`src/rtl/ifu_pkg.sv`:
```
// rtl/ifu_pkg.sv - shared types and constants for the instruction fetch unit
package ifu_pkg;

    localparam int XLEN        = 32;
    localparam int INSTR_BYTES = 4;

    typedef enum logic [1:0] {
        S_REQ,
        S_WAIT,
        S_DROP
    } ifu_state_e;

    typedef struct packed {
        logic [XLEN-1:0] pc;
        logic [XLEN-1:0] instr;
    } ifu_entry_t;

    function automatic logic [XLEN-1:0] align_pc(input logic [XLEN-1:0] pc);
        return {pc[XLEN-1:2], 2'b00};
    endfunction

endpackage

```
`src/rtl/ifu_fifo.sv`:
```
// rtl/ifu_fifo.sv - instruction buffer: pc/instr entries with push, pop and flush (flush wins)
module ifu_fifo
    import ifu_pkg::*;
#(
    parameter int  DEPTH = 2,
    localparam int PTR_W = $clog2(DEPTH),
    localparam int CNT_W = PTR_W + 1
) (
    input  logic             clk_i,
    input  logic             rst_i,
    input  logic             push_i,
    input  ifu_entry_t       push_data_i,
    input  logic             pop_i,
    input  logic             flush_i,
    output ifu_entry_t       head_o,
    output logic [CNT_W-1:0] count_o
);

    localparam logic [CNT_W-1:0] FULL_CNT = CNT_W'(DEPTH);

    ifu_entry_t       mem_q [DEPTH];
    logic [PTR_W-1:0] rd_ptr_q;
    logic [PTR_W-1:0] wr_ptr_q;
    logic [CNT_W-1:0] count_q;
    logic             do_push;
    logic             do_pop;

    assign do_push = push_i && (count_q != FULL_CNT);
    assign do_pop  = pop_i && (count_q != '0);

    always_ff @(posedge clk_i or posedge rst_i) begin
        if (rst_i) begin
            rd_ptr_q <= '0;
            wr_ptr_q <= '0;
            count_q  <= '0;
            for (int i = 0; i < DEPTH; i++) begin
                mem_q[i] <= '0;
            end
        end else if (flush_i) begin
            rd_ptr_q <= '0;
            wr_ptr_q <= '0;
            count_q  <= '0;
        end else begin
            if (do_push) begin
                mem_q[wr_ptr_q] <= push_data_i;
                wr_ptr_q        <= wr_ptr_q + PTR_W'(1);
            end
            if (do_pop) begin
                rd_ptr_q <= rd_ptr_q + PTR_W'(1);
            end
            case ({do_push, do_pop})
                2'b10:   count_q <= count_q + CNT_W'(1);
                2'b01:   count_q <= count_q - CNT_W'(1);
                default: count_q <= count_q;
            endcase
        end
    end

    assign head_o  = mem_q[rd_ptr_q];
    assign count_o = count_q;

endmodule

```
`src/rtl/instr_fetch_unit.sv`:
```
// rtl/instr_fetch_unit.sv - fetch stage: PC, single-outstanding imem requests, decode buffer, redirect flush
// Optional IFU_PERF_CNT_EN adds fetch/drop performance counter outputs.
module instr_fetch_unit
    import ifu_pkg::*;
#(
    parameter logic [31:0] RESET_PC  = 32'h0000_0000,
    parameter int          BUF_DEPTH = 2
) (
    input  logic        clk_i,
    input  logic        rst_i,
    output logic        imem_req_o,
    output logic [31:0] imem_addr_o,
    input  logic        imem_gnt_i,
    input  logic        imem_rvalid_i,
    input  logic [31:0] imem_rdata_i,
    input  logic        redirect_i,
    input  logic [31:0] redirect_pc_i,
    output logic        instr_valid_o,
    output logic [31:0] instr_o,
    output logic [31:0] instr_pc_o,
    input  logic        instr_ready_i
`ifdef IFU_PERF_CNT_EN
    ,
    output logic [31:0] perf_fetch_cnt_o,
    output logic [31:0] perf_drop_cnt_o
`endif
);

    localparam int               CNT_W    = $clog2(BUF_DEPTH) + 1;
    localparam logic [CNT_W-1:0] FULL_CNT = CNT_W'(BUF_DEPTH);

    ifu_state_e       state_q, state_d;
    logic [31:0]      pc_q, pc_d;
    logic [31:0]      req_pc_q;
    logic             req;
    logic             push;
    logic             pop;
    logic             drop_rsp;
    logic [CNT_W-1:0] count;
    ifu_entry_t       head;
    ifu_entry_t       push_entry;

    always_ff @(posedge clk_i or posedge rst_i) begin
        if (rst_i) begin
            state_q  <= S_REQ;
            pc_q     <= RESET_PC;
            req_pc_q <= RESET_PC;
        end else begin
            state_q <= state_d;
            pc_q    <= pc_d;
            if (req && imem_gnt_i) begin
                req_pc_q <= pc_q;
            end
        end
    end

    // A redirect with the response already on the bus consumes it, so no DROP wait is needed.
    always_comb begin
        state_d  = state_q;
        pc_d     = pc_q;
        req      = 1'b0;
        push     = 1'b0;
        drop_rsp = 1'b0;
        case (state_q)
            S_REQ: begin
                req = !rst_i && (count < FULL_CNT) && !redirect_i;
                if (req && imem_gnt_i) begin
                    state_d = S_WAIT;
                end
            end
            S_WAIT: begin
                if (imem_rvalid_i) begin
                    state_d  = S_REQ;
                    push     = !redirect_i;
                    drop_rsp = redirect_i;
                end else if (redirect_i) begin
                    state_d = S_DROP;
                end
            end
            S_DROP: begin
                if (imem_rvalid_i) begin
                    state_d  = S_REQ;
                    drop_rsp = 1'b1;
                end
            end
            default: state_d = S_REQ;
        endcase
        if (redirect_i) begin
            pc_d = align_pc(redirect_pc_i);
        end else if (req && imem_gnt_i) begin
            pc_d = pc_q + 32'(INSTR_BYTES);
        end
    end

    assign push_entry.pc    = req_pc_q;
    assign push_entry.instr = imem_rdata_i;
    assign pop              = instr_valid_o && instr_ready_i;

    ifu_fifo #(
        .DEPTH(BUF_DEPTH)
    ) u_fifo (
        .clk_i      (clk_i),
        .rst_i      (rst_i),
        .push_i     (push),
        .push_data_i(push_entry),
        .pop_i      (pop),
        .flush_i    (redirect_i),
        .head_o     (head),
        .count_o    (count)
    );

    assign imem_req_o    = req;
    assign imem_addr_o   = pc_q;
    assign instr_valid_o = (count != '0);
    assign instr_o       = head.instr;
    assign instr_pc_o    = head.pc;

`ifdef IFU_PERF_CNT_EN
    logic [31:0] fetch_cnt_q;
    logic [31:0] drop_cnt_q;
    logic [31:0] flushed;

    // A head popped in the redirect cycle was delivered, not flushed.
    assign flushed = redirect_i ? (32'(count) - 32'(pop)) : 32'd0;

    always_ff @(posedge clk_i or posedge rst_i) begin
        if (rst_i) begin
            fetch_cnt_q <= '0;
            drop_cnt_q  <= '0;
        end else begin
            fetch_cnt_q <= fetch_cnt_q + 32'(pop);
            drop_cnt_q  <= drop_cnt_q + flushed + 32'(drop_rsp);
        end
    end

    assign perf_fetch_cnt_o = fetch_cnt_q;
    assign perf_drop_cnt_o  = drop_cnt_q;
`endif

endmodule

```
`config.mk`:
```
export PLATFORM = sky130hd
export DESIGN_NAME = instr_fetch_unit
export DESIGN_NICKNAME = d
export VERILOG_FILES = /design/src/rtl/ifu_pkg.sv /design/src/rtl/ifu_fifo.sv /design/src/rtl/instr_fetch_unit.sv
export SDC_FILE = /design/constraint.sdc
export NUM_CORES = 1
export LEC_CHECK = 0
export CAP_MARGIN = 20
export CELL_PAD_IN_SITES_DETAIL_PLACEMENT = 1
export CELL_PAD_IN_SITES_GLOBAL_PLACEMENT = 1
export CORE_MARGIN = 10
export CORE_UTILIZATION = 54
export DETAILED_ROUTE_END_ITERATION = 6
export DONT_BUFFER_PORTS = 1
export PLACE_DENSITY_LB_ADDON = 0.1
export SLEW_MARGIN = 25
export SYNTH_ARGS = -nofsm -noshare
export SYNTH_HDL_FRONTEND = slang
export SYNTH_SLANG_ARGS = --single-unit
```
`constraint.sdc`:
```
create_clock -name clk_i -period 14.4 [get_ports clk_i]
set_clock_uncertainty 0.1 [all_clocks]
set_input_delay 2.88 -clock clk_i [delete_from_list [all_inputs] [get_ports clk_i]]
set_output_delay 2.88 -clock clk_i [all_outputs]
set_load 0.05 [all_outputs]
```
==> flow_summary.ini <==
[run_status]
status = complete, no violations

[place]
portBuffers = 0
dp_worst_setup_slack_ps = 7590
place_hpwl_um = 14200
place_congestion = 0.817

[synthesis]
ys_warn_count = 0
muxShareOfSynthArea_pct = 25.3
synth_top_area_share_pct = 55.2
syn_inst = 701
synth_common_cells = dfrtp_1 (190), nand2_1 (124), mux2_1 (114)
synth_top_family_by_area = multiplexers
synth-simple-area-share_pct = 11.3
synth_edf_count = 0
yosys.cell_count.top_type = dfrtp_1
synth_compound_area_share_pct = 4.62
synth_xor_area_share_pct = 0.712
synth-main-ff-cell = dfrtp_1
syn_area_per_cell_um2 = 12.3
ys_types = 50
ys_seq_area_share_pct = 55.2
ys_seq_elements = 190
synth_adder_area_share_pct = 0.145
synth_area_um2 = 8610
synth_area_leader_cell = dfrtp_1
synth.top_cells.by_area = dfrtp_1 (55%), mux2_1 (15%), mux2_2 (9.7%), nand2_1 (5.4%), a221o_1 (1.3%)
async_flop_share_pct = 100

[clock_tree]
cts_inserted_buffers = 17
clkTransAtPathRegs_ps = 70
clock_tree.root_cell = clkbuf_16
cts_tree = yes
ctsResizeCount = 0
cts_num_sinks = 190
cts_buffer_depth = 2
postCtsSetupBuffers = 0
htree_levels = 4
cts_hold_buf = 0
clock_latency_ps = 430

[power]
power.total_uw = 1590
powerDensity_nw_per_um2 = 170
ir_drop_uv = 96.6
p_leak_uw = 0.00445

[global_route]
grt_pass1_wl_um = 34200
antenna_found_initial = 0
grt_max_degree = 113
grt_pass1_vias = 5994
grt_overflow = 0
grt_usage_pct = 19.9

[timing]
rsz0062_at_grt = no
min_period_over_period_pct = 47.4
setup_slack_ps = 7570
slew_viol_final = 0
tns_ps = 0
relSlewSlack_pct = 36.9
clock.fmax_mhz = 146
fin_crit_ps = 6830
hold_violations = 0
finalSetupViolCount = 0
hold_ws_ps = 382
worst_slew_pin_slew_ps = 946

[min_path]
holdCritPathClass = flop to flop

[setup_path]
rrSetupSlack_ps = 11280
crit_path_end = imem_req_o
cp-startpoint = redirect_i
r2r_start = imem_addr_o[3]$_DFFE_PP0P_
critPathMaxFanout = 46
cp-start-kind = input pin
r2r_end = imem_addr_o[28]$_DFFE_PP0P_
arrival_ps = 3850
crit_type = input pin to primary output
worstPathCellList = or3_1, nor3_1, buf_4
critPathCaptureType = primary output
critPathSlowestCell = or3_1
slowest_delay_ps = 510
crit_required_ps = 11420
r2r_cells = 6

[die]
row_count = 46
die_area_um2 = 21400
io_pins = 168
die_x_um = 146
die_h_um = 146
fp.coreArea_um2 = 15800
initial_core_util_pct = 54.6

[drt]
vias = 5457
drc_errors = 0
via_per_inst = 5.97
drt_wl_total_um = 21000
wl_per_cell_um = 22.9
postRouteAntennaNets = 0
drt_iter0_markers = 250
drt-pass1-iter-count = 4

[layout]
area_growth_pct = 8.62
layout-drive-gt1-share_pct = 18.6
nFillCells = 1582
nets = 756
diodes = 0

[job]
max-cap-violations = 0
-- power breakdown --
group	internal, uW	switching [uW]
Combinational	97.4	289
Sequential	620	95.9
Clock	284	204
-- layer usage --
layer / global-route usage [%] / vias up / wire length, um
met2: 32.6 / 156 / 10100
met5: 0 / - / 0
met1: 24.0 / 2835 / 8720
li1: - / 2447 / -
met4: 6.01 / 0 / 324
met3: 7.39 / 19 / 1810
-- how the worst min path moves through the flow --
| stage | start | slack (ps) | end | depth (start not counted) |
|---|---|---|---|---|
| 2_1_floorplan | state_q[1]$_DFFE_PP0P_ | 350 | state_q[0]$_DFFE_PP0P_ | 1 |
| 3_3_place_gp | u_fifo.mem_q[117]$_DFFE_PP0P_ | 360 | u_fifo.mem_q[117]$_DFFE_PP0P_ | 1 |
| 3_5_place_dp | u_fifo.mem_q[123]$_DFFE_PP0P_ | 370 | u_fifo.mem_q[123]$_DFFE_PP0P_ | 1 |
| 4_1_cts | u_fifo.mem_q[123]$_DFFE_PP0P_ | 390 | u_fifo.mem_q[123]$_DFFE_PP0P_ | 1 |
| 5_1_grt | u_fifo.mem_q[37]$_DFFE_PP0P_ | 410 | u_fifo.mem_q[37]$_DFFE_PP0P_ | 1 |
| 6_report | u_fifo.mem_q[123]$_DFFE_PP0P_ | 380 | u_fifo.mem_q[123]$_DFFE_PP0P_ | 1 |
-- state kept, by name, summed over array words and instances, names as in the netlist --
name             count
u_fifo.mem_q       124
imem_addr_o         30
req_pc_q            30
state_q              2
u_fifo.count_o       2
u_fifo.rd_ptr_q      1
u_fifo.wr_ptr_q      1
-- layout make-up --
class | instances | area (um2) | share of cell area (%)
clock buffer | 20 | 457 | 4.88
clock inverter | 12 | 160 | 1.71
inverter | 4 | 22.5 | 0.241
multi-input combinational | 467 | 3640 | 39.0
sequential | 190 | 4760 | 50.9
tap | 216 | 270 | 2.89
timing repair buffer | 5 | 41.3 | 0.442
-- cells in the final DEF (no fill, tap or decap), types with 5 or more instances in the layout --
cell,synthesis,routed
dfrtp_1,190,189
nand2_1,124,124
mux2_1,114,114
mux2_2,74,74
clkbuf_16,0,17
nand4_1,15,15
nor2_1,14,13
o21ai_0,12,12
a221o_1,11,11
nand3_1,9,9
o21ai_1,8,8
or3_1,7,7
nor3_1,7,7
mux2i_1,6,6
xnor2_1,5,5
o311ai_1,5,5
-- logic make-up after synthesis --
kind of cell    after synthesis
simple gates                206
mux                         194
flops                       190
compound gates               55
buf+inv                      47
xor+xnor                      7
fa+ha+maj                     1
other cells                   1
-- per-stage QoR --
step                cell area [um2]  utilization [%]  instances
floorplan                      8620                -        704
global placement               8730             55.3        882
detailed placement             8730             55.3        882
CTS                            9350             59.3        914
global route                   9350             59.3        914
finish                         9350             59.3        914
-- worst max-delay path: cells and delay by family --
family | cells | cell delay (ps)
simple gates | 2 | 730
buf+inv | 1 | 240
Note: power is estimated with default switching activity, not from simulation.
